===== config.mk =====
export PLATFORM = sky130hd
export DESIGN_NAME = jk_sync_counter
export DESIGN_NICKNAME = d
export VERILOG_FILES = /design/src/rtl/logic_pkg.sv /design/src/rtl/jk_cell.sv /design/src/rtl/jk_sync_counter.sv
export SDC_FILE = /design/constraint.sdc
export NUM_CORES = 1
export LEC_CHECK = 0
export CAP_MARGIN = 20
export CORE_AREA = 5 5 42 44
export DETAILED_ROUTE_END_ITERATION = 8
export DIE_AREA = 0 0 47 49
export PLACE_DENSITY = 0.74
export SYNTH_ARGS = -nofsm -noshare
export SYNTH_HDL_FRONTEND = slang
export SYNTH_SLANG_ARGS = --single-unit

===== constraint.sdc =====
create_clock -name clk -period 4.6 [get_ports clk]
set_input_delay 0.92 -clock clk [delete_from_list [all_inputs] [get_ports clk]]
set_output_delay 0.92 -clock clk [all_outputs]
set_load 0.02 [all_outputs]

===== src/rtl/logic_pkg.sv =====
// Shared JK command encodings and the helper that picks a {J,K} pair
// for one bit from its current and next value.
`default_nettype none

package logic_pkg;

  localparam logic [1:0] JK_HOLD   = 2'b00;
  localparam logic [1:0] JK_RESET  = 2'b01;
  localparam logic [1:0] JK_SET    = 2'b10;
  localparam logic [1:0] JK_TOGGLE = 2'b11;

  // Only hold or toggle is ever issued, so the cell never depends on J/K asymmetry.
  function automatic logic [1:0] jk_from_bits(input logic cur, input logic nxt);
    return (cur != nxt) ? JK_TOGGLE : JK_HOLD;
  endfunction

endpackage

`default_nettype wire


===== src/rtl/jk_cell.sv =====
// One-bit JK storage cell with asynchronous active-low clear.
`default_nettype none

module jk_cell
  import logic_pkg::*;
(
  input  logic clk,
  input  logic rst_n,
  input  logic j,
  input  logic k,
  output logic q,
  output logic qn
);

  always_ff @(posedge clk or negedge rst_n) begin
    if (!rst_n) begin
      q <= 1'b0;
    end else begin
      case ({j, k})
        JK_HOLD:  q <= q;
        JK_RESET: q <= 1'b0;
        JK_SET:   q <= 1'b1;
        default:  q <= ~q;
      endcase
    end
  end

  assign qn = ~q;

endmodule

`default_nettype wire


===== src/rtl/jk_sync_counter.sv =====
// Modulo-MODULUS up/down counter built from WIDTH JK cells, with load clamp,
// combinational terminal count and a wrap pulse delayed by one edge.
`default_nettype none

module jk_sync_counter
  import logic_pkg::*;
#(
  parameter int WIDTH   = 4,
  parameter int MODULUS = 10
) (
  input  logic             clk,
  input  logic             rst_n,
  input  logic             en,
  input  logic             up,
  input  logic             load,
  input  logic [WIDTH-1:0] din,
  output logic [WIDTH-1:0] q,
  output logic [WIDTH-1:0] qn,
  output logic             tc,
  output logic             wrap
);

  localparam logic [WIDTH-1:0] MAX_VAL = WIDTH'(MODULUS - 1);

  logic [WIDTH-1:0] nxt;
  logic [WIDTH-1:0] j;
  logic [WIDTH-1:0] k;
  logic             wrap_evt;
  logic             wrap_pend;

  always_comb begin
    nxt      = q;
    wrap_evt = 1'b0;
    if (load) begin
      nxt = (din > MAX_VAL) ? MAX_VAL : din;
    end else if (en) begin
      if (q > MAX_VAL) begin
        // Recovery from an illegal state: always back to zero.
        nxt = '0;
      end else if (up) begin
        if (q == MAX_VAL) begin
          nxt      = '0;
          wrap_evt = 1'b1;
        end else begin
          nxt = q + WIDTH'(1);
        end
      end else begin
        if (q == '0) begin
          nxt      = MAX_VAL;
          wrap_evt = 1'b1;
        end else begin
          nxt = q - WIDTH'(1);
        end
      end
    end
  end

  always_comb begin
    j = '0;
    k = '0;
    for (int i = 0; i < WIDTH; i++) begin
      {j[i], k[i]} = jk_from_bits(q[i], nxt[i]);
    end
  end

  generate
    for (genvar i = 0; i < WIDTH; i++) begin : g_bit
      jk_cell u_cell (
        .clk   (clk),
        .rst_n (rst_n),
        .j     (j[i]),
        .k     (k[i]),
        .q     (q[i]),
        .qn    (qn[i])
      );
    end
  endgenerate

  assign tc = en & ~load & ((up & (q == MAX_VAL)) | (~up & (q == '0)));

  // Two stages so the pulse appears on the edge after the wrap and a reset
  // in between cancels it.
  always_ff @(posedge clk or negedge rst_n) begin
    if (!rst_n) begin
      wrap_pend <= 1'b0;
      wrap      <= 1'b0;
    end else begin
      wrap_pend <= wrap_evt;
      wrap      <= wrap_pend;
    end
  end

endmodule

`default_nettype wire


==> run_summary.xml <==
<?xml version="1.0" encoding="UTF-8"?>
<metrics>
  <group name="routing">
    <metric name="maxUsedRoutingLayer" unit="">met4</metric>
    <metric name="met3WireLength" unit="um">58</metric>
    <metric name="detail_route.vias_per_cell" unit="">5.50</metric>
    <metric name="routed_wirelength" unit="um">1150</metric>
    <metric name="dr_total_vias" unit="">462</metric>
    <metric name="drt_iter0_markers" unit="">9</metric>
    <metric name="avgRoutedWirePerCell" unit="um">13.7</metric>
    <metric name="drtPass1Iterations" unit="">4</metric>
    <metric name="postRouteAntennaNets" unit="">0</metric>
    <metric name="met2WireLength" unit="um">606</metric>
    <metric name="route.layer.met1.wl" unit="um">474</metric>
    <metric name="detail_route.drc_violations" unit="">0</metric>
  </group>
  <group name="floorplan">
    <metric name="io_pins" unit="">19</metric>
    <metric name="num_rows" unit="">14</metric>
    <metric name="die_width" unit="um">47</metric>
    <metric name="core-area" unit="mm2">0.00140</metric>
    <metric name="initial_core_util" unit="">0.396</metric>
    <metric name="design.die.area" unit="mm2">0.00230</metric>
    <metric name="die_y" unit="um">49</metric>
  </group>
  <group name="placed_design">
    <metric name="place.detailed.hpwl" unit="um">863</metric>
    <metric name="place_inst" unit="">81</metric>
    <metric name="buffer_ports.inserted" unit="">18</metric>
    <metric name="place.gp.congestion" unit="">0.839</metric>
  </group>
  <group name="layout">
    <metric name="diodes" unit="">0</metric>
    <metric name="drive_above_1_share" unit="">0.147</metric>
    <metric name="n_fill_cell" unit="">149</metric>
    <metric name="finalNonFillerCells" unit="">84</metric>
    <metric name="layout.nets" unit="">79</metric>
    <metric name="syn_to_final_growth" unit="%">21.8</metric>
  </group>
  <group name="worst_setup_path">
    <metric name="timing.critical_path.from" unit="">up</metric>
    <metric name="timing.critical_path.fanout_max" unit="">8</metric>
    <metric name="worst_path_most_repeated_cell" unit="">clkdlybuf4s50_1</metric>
    <metric name="worst-setup-path-type" unit="">input pin to output pin</metric>
    <metric name="worst-r2r-setup-slack" unit="ns">3.11</metric>
    <metric name="cp_max_stage_cell" unit="">clkdlybuf4s50_1</metric>
    <metric name="timing.rr.end" unit="">g_bit[1].u_cell.q</metric>
    <metric name="cp_num_cells" unit="">4</metric>
    <metric name="cp_data_required_time" unit="ns">3.68</metric>
    <metric name="critical_path.max_stage_delay" unit="ns">0.65</metric>
    <metric name="worstPathCellList" unit="">clkdlybuf4s50_1 &gt; or3_4 &gt; a2111oi_4 &gt; clkdlybuf4s50_1</metric>
    <metric name="timing.critical_path.to" unit="">tc</metric>
    <metric name="cpLargestDelayFamily" unit="">buffers and inverters</metric>
    <metric name="r2r-start" unit="">g_bit[1].u_cell.q</metric>
    <metric name="startpoint_type" unit="">input pin</metric>
    <metric name="end_kind" unit="">output pin</metric>
    <metric name="critical_path_arrival" unit="ns">2.88</metric>
    <metric name="buf_inv_stages_crit_path" unit="">2</metric>
    <metric name="worst_reg2reg_path_length_in_cells" unit="">4</metric>
  </group>
  <group name="run_status">
    <metric name="run_status" unit="">complete, no violations</metric>
  </group>
  <group name="timing">
    <metric name="clock.fmax" unit="GHz">0.263</metric>
    <metric name="finalCritPeriodShare" unit="">0.827</metric>
    <metric name="slew_viol_final" unit="">0</metric>
    <metric name="relSlewSlack" unit="">0.689</metric>
    <metric name="setup_total_negative_slack" unit="ns">0</metric>
    <metric name="tightestPinTransition" unit="ns">0.466</metric>
    <metric name="finalCriticalPeriod" unit="ns">3.80</metric>
    <metric name="setup_violations" unit="">0</metric>
    <metric name="hold_viol" unit="">0</metric>
    <metric name="fin_worst_skew" unit="ns">0.00472</metric>
    <metric name="rsz0062_at_grt" unit="">no</metric>
  </group>
  <group name="min_path">
    <metric name="worstHoldPathType" unit="">flip-flop to flip-flop</metric>
  </group>
  <group name="pwr">
    <metric name="largest_vdd_supply_drop" unit="uV">139</metric>
    <metric name="pwr_density_cell" unit="mW/mm2">274</metric>
    <metric name="total_leakage_power" unit="uW">0.000253</metric>
  </group>
  <group name="clock_network">
    <metric name="cts-root-to-sink-buffers" unit="">2</metric>
    <metric name="cts.sink_count" unit="">6</metric>
    <metric name="cts_tree" unit="">done</metric>
    <metric name="htreeDepth" unit="">1</metric>
    <metric name="cts_repair_resize_count" unit="">0</metric>
    <metric name="cts_stage_hold_buffer_count" unit="">0</metric>
    <metric name="post-cts-setup-buffers" unit="">0</metric>
    <metric name="clk_pin_slew" unit="ns">0.04</metric>
    <metric name="cts-buffers-inserted" unit="">3</metric>
    <metric name="clk_latency" unit="ns">0.24</metric>
    <metric name="cts.root.buffer_cell" unit="">clkbuf_4</metric>
  </group>
  <group name="synth">
    <metric name="post_synth_instance_area" unit="um2">556</metric>
    <metric name="synthesis.nets" unit="">71</metric>
    <metric name="syn-instance-count" unit="">62</metric>
    <metric name="synth-seq-cells" unit="">6</metric>
    <metric name="synth_seq_area_share" unit="">0.270</metric>
    <metric name="ys_types" unit="">29</metric>
    <metric name="postSynthAreaPerCell" unit="um2">8.96</metric>
    <metric name="ys_warns" unit="">0</metric>
  </group>
  <group name="flow_run">
    <metric name="timing.max_cap.violations" unit="">0</metric>
  </group>
  <group name="global_route">
    <metric name="globalRouteOverflowTotal" unit="">0</metric>
    <metric name="wire_length_of_the_first_global_routing_pass" unit="um">1980</metric>
    <metric name="number_of_global_route_vias_before_repair" unit="">475</metric>
    <metric name="number_of_antenna_violations_at_the_first_check_in_global_routing" unit="">0</metric>
    <metric name="maximum_number_of_pins_on_one_net_before_global_route_repair" unit="">13</metric>
    <metric name="all_layer_global_routing_usage" unit="">0.116</metric>
  </group>
</metrics>
state kept, by name, summed over array words and instances, names as in the netlist:
signal / count
g_bit.u_cell.q: 4
wrap: 1
wrap_pend: 1
how the worst min path moves through the flow:
stage	from	to	slack, ns	cells after the start
2_1_floorplan	wrap_pend	wrap	0.33	0
3_3_place_gp	wrap_pend	wrap	0.34	0
3_5_place_dp	wrap_pend	wrap	0.35	0
4_1_cts	wrap_pend	wrap	0.36	0
5_1_grt	wrap_pend	wrap	0.36	0
6_report	wrap_pend	wrap	0.36	0
through the flow:
stage                     area, um2  worst slack (ns)  hold WS [ns]  utilization  total power [uW]
after CTS                       677             0.802         0.358        0.483               189
final                           677             0.797         0.355        0.483               186
after floorplan                 556              1.76         0.331            -               125
after detailed placement        654             0.804         0.349        0.467               139
after global placement          654             0.848         0.340        0.467               138
after global routing            677             0.721         0.364        0.483               198
cell families (layout without fill, tap and decap cells):
| kind of cell | Yosys count | in the layout | share of synthesized area |
|---|---|---|---|
| buffers and inverters | 20 | 26 | 0.216 |
| AO/OA/AOI/OAI | 19 | 19 | 0.306 |
| AND/OR/NAND/NOR | 15 | 15 | 0.171 |
| flip-flops | 6 | 6 | 0.270 |
| XOR/XNOR | 1 | 1 | 0.0158 |
| multiplexers | 1 | 1 | 0.0203 |
worst register-to-register path, cell delays in order, from the launching register on:
cell	delay, ns
dfrtp_1	0.62
nor2_1	0.13
a211o_2	0.35
a31oi_1	0.16
o21ai_0	0.09
cell usage in the layout (no fill, tap or decap), types with 3 or more instances in the layout:
master	instances
dfrtp_1	6
o21ai_0	6
inv_1	5
clkbuf_4	3
clkdlybuf4s50_1	18
cell type report:
class / instances / area, um2 / share of cell area
Sequential cell: 6 / 150 / 0.222
Tap cell: 16 / 20.0 / 0.0296
Inverter: 5 / 18.8 / 0.0277
Multi-Input combinational cell: 36 / 285 / 0.421
Timing Repair Buffer: 18 / 180 / 0.266
Clock buffer: 3 / 22.5 / 0.0333
report_power, final:
part           switching [uW]  total [uW]  internal [uW]
sequential               14.7        71.9           57.3
clock                    17.5        46.9           29.4
combinational            32.2        66.8           34.6
total                    64.3         186            121
Yosys cell counts:
| library cell | instances | share of area |
|---|---|---|
| nand2b_1 | 2 | 0.023 |
| a31oi_1 | 1 | 0.011 |
| or3_4 | 1 | 0.020 |
| nand2_1 | 1 | 0.0068 |
| a21oi_1 | 2 | 0.018 |
| o31ai_1 | 2 | 0.027 |
| clkbuf_1 | 2 | 0.014 |
| and2_4 | 1 | 0.016 |
| o41ai_1 | 1 | 0.016 |
| dfrtp_1 | 6 | 0.27 |
| nor3_1 | 1 | 0.0090 |
| a2111oi_4 | 2 | 0.099 |
| nor2_1 | 2 | 0.014 |
| nand3_1 | 2 | 0.018 |
| nand4b_1 | 1 | 0.016 |
| inv_1 | 5 | 0.034 |
| xor2_1 | 1 | 0.016 |
| buf_6 | 1 | 0.020 |
| mux2_2 | 1 | 0.020 |
| buf_2 | 2 | 0.018 |
| nand4_1 | 1 | 0.011 |
| buf_4 | 9 | 0.12 |
| clkbuf_2 | 1 | 0.0090 |
| o21ai_0 | 6 | 0.054 |
| o21a_1 | 1 | 0.014 |
| o31a_1 | 2 | 0.032 |
| nor4_1 | 1 | 0.011 |
| nand3b_1 | 2 | 0.027 |
| a211o_2 | 2 | 0.036 |
layer usage:
metal / GRT usage / up-vias
met5: 0 / -
met4: 0.0829 / 0
met3: 0.0111 / 2
met2: 0.186 / 15
met1: 0.137 / 219
li1: - / 226
No activity file was read; power rests on OpenSTA's default activity.
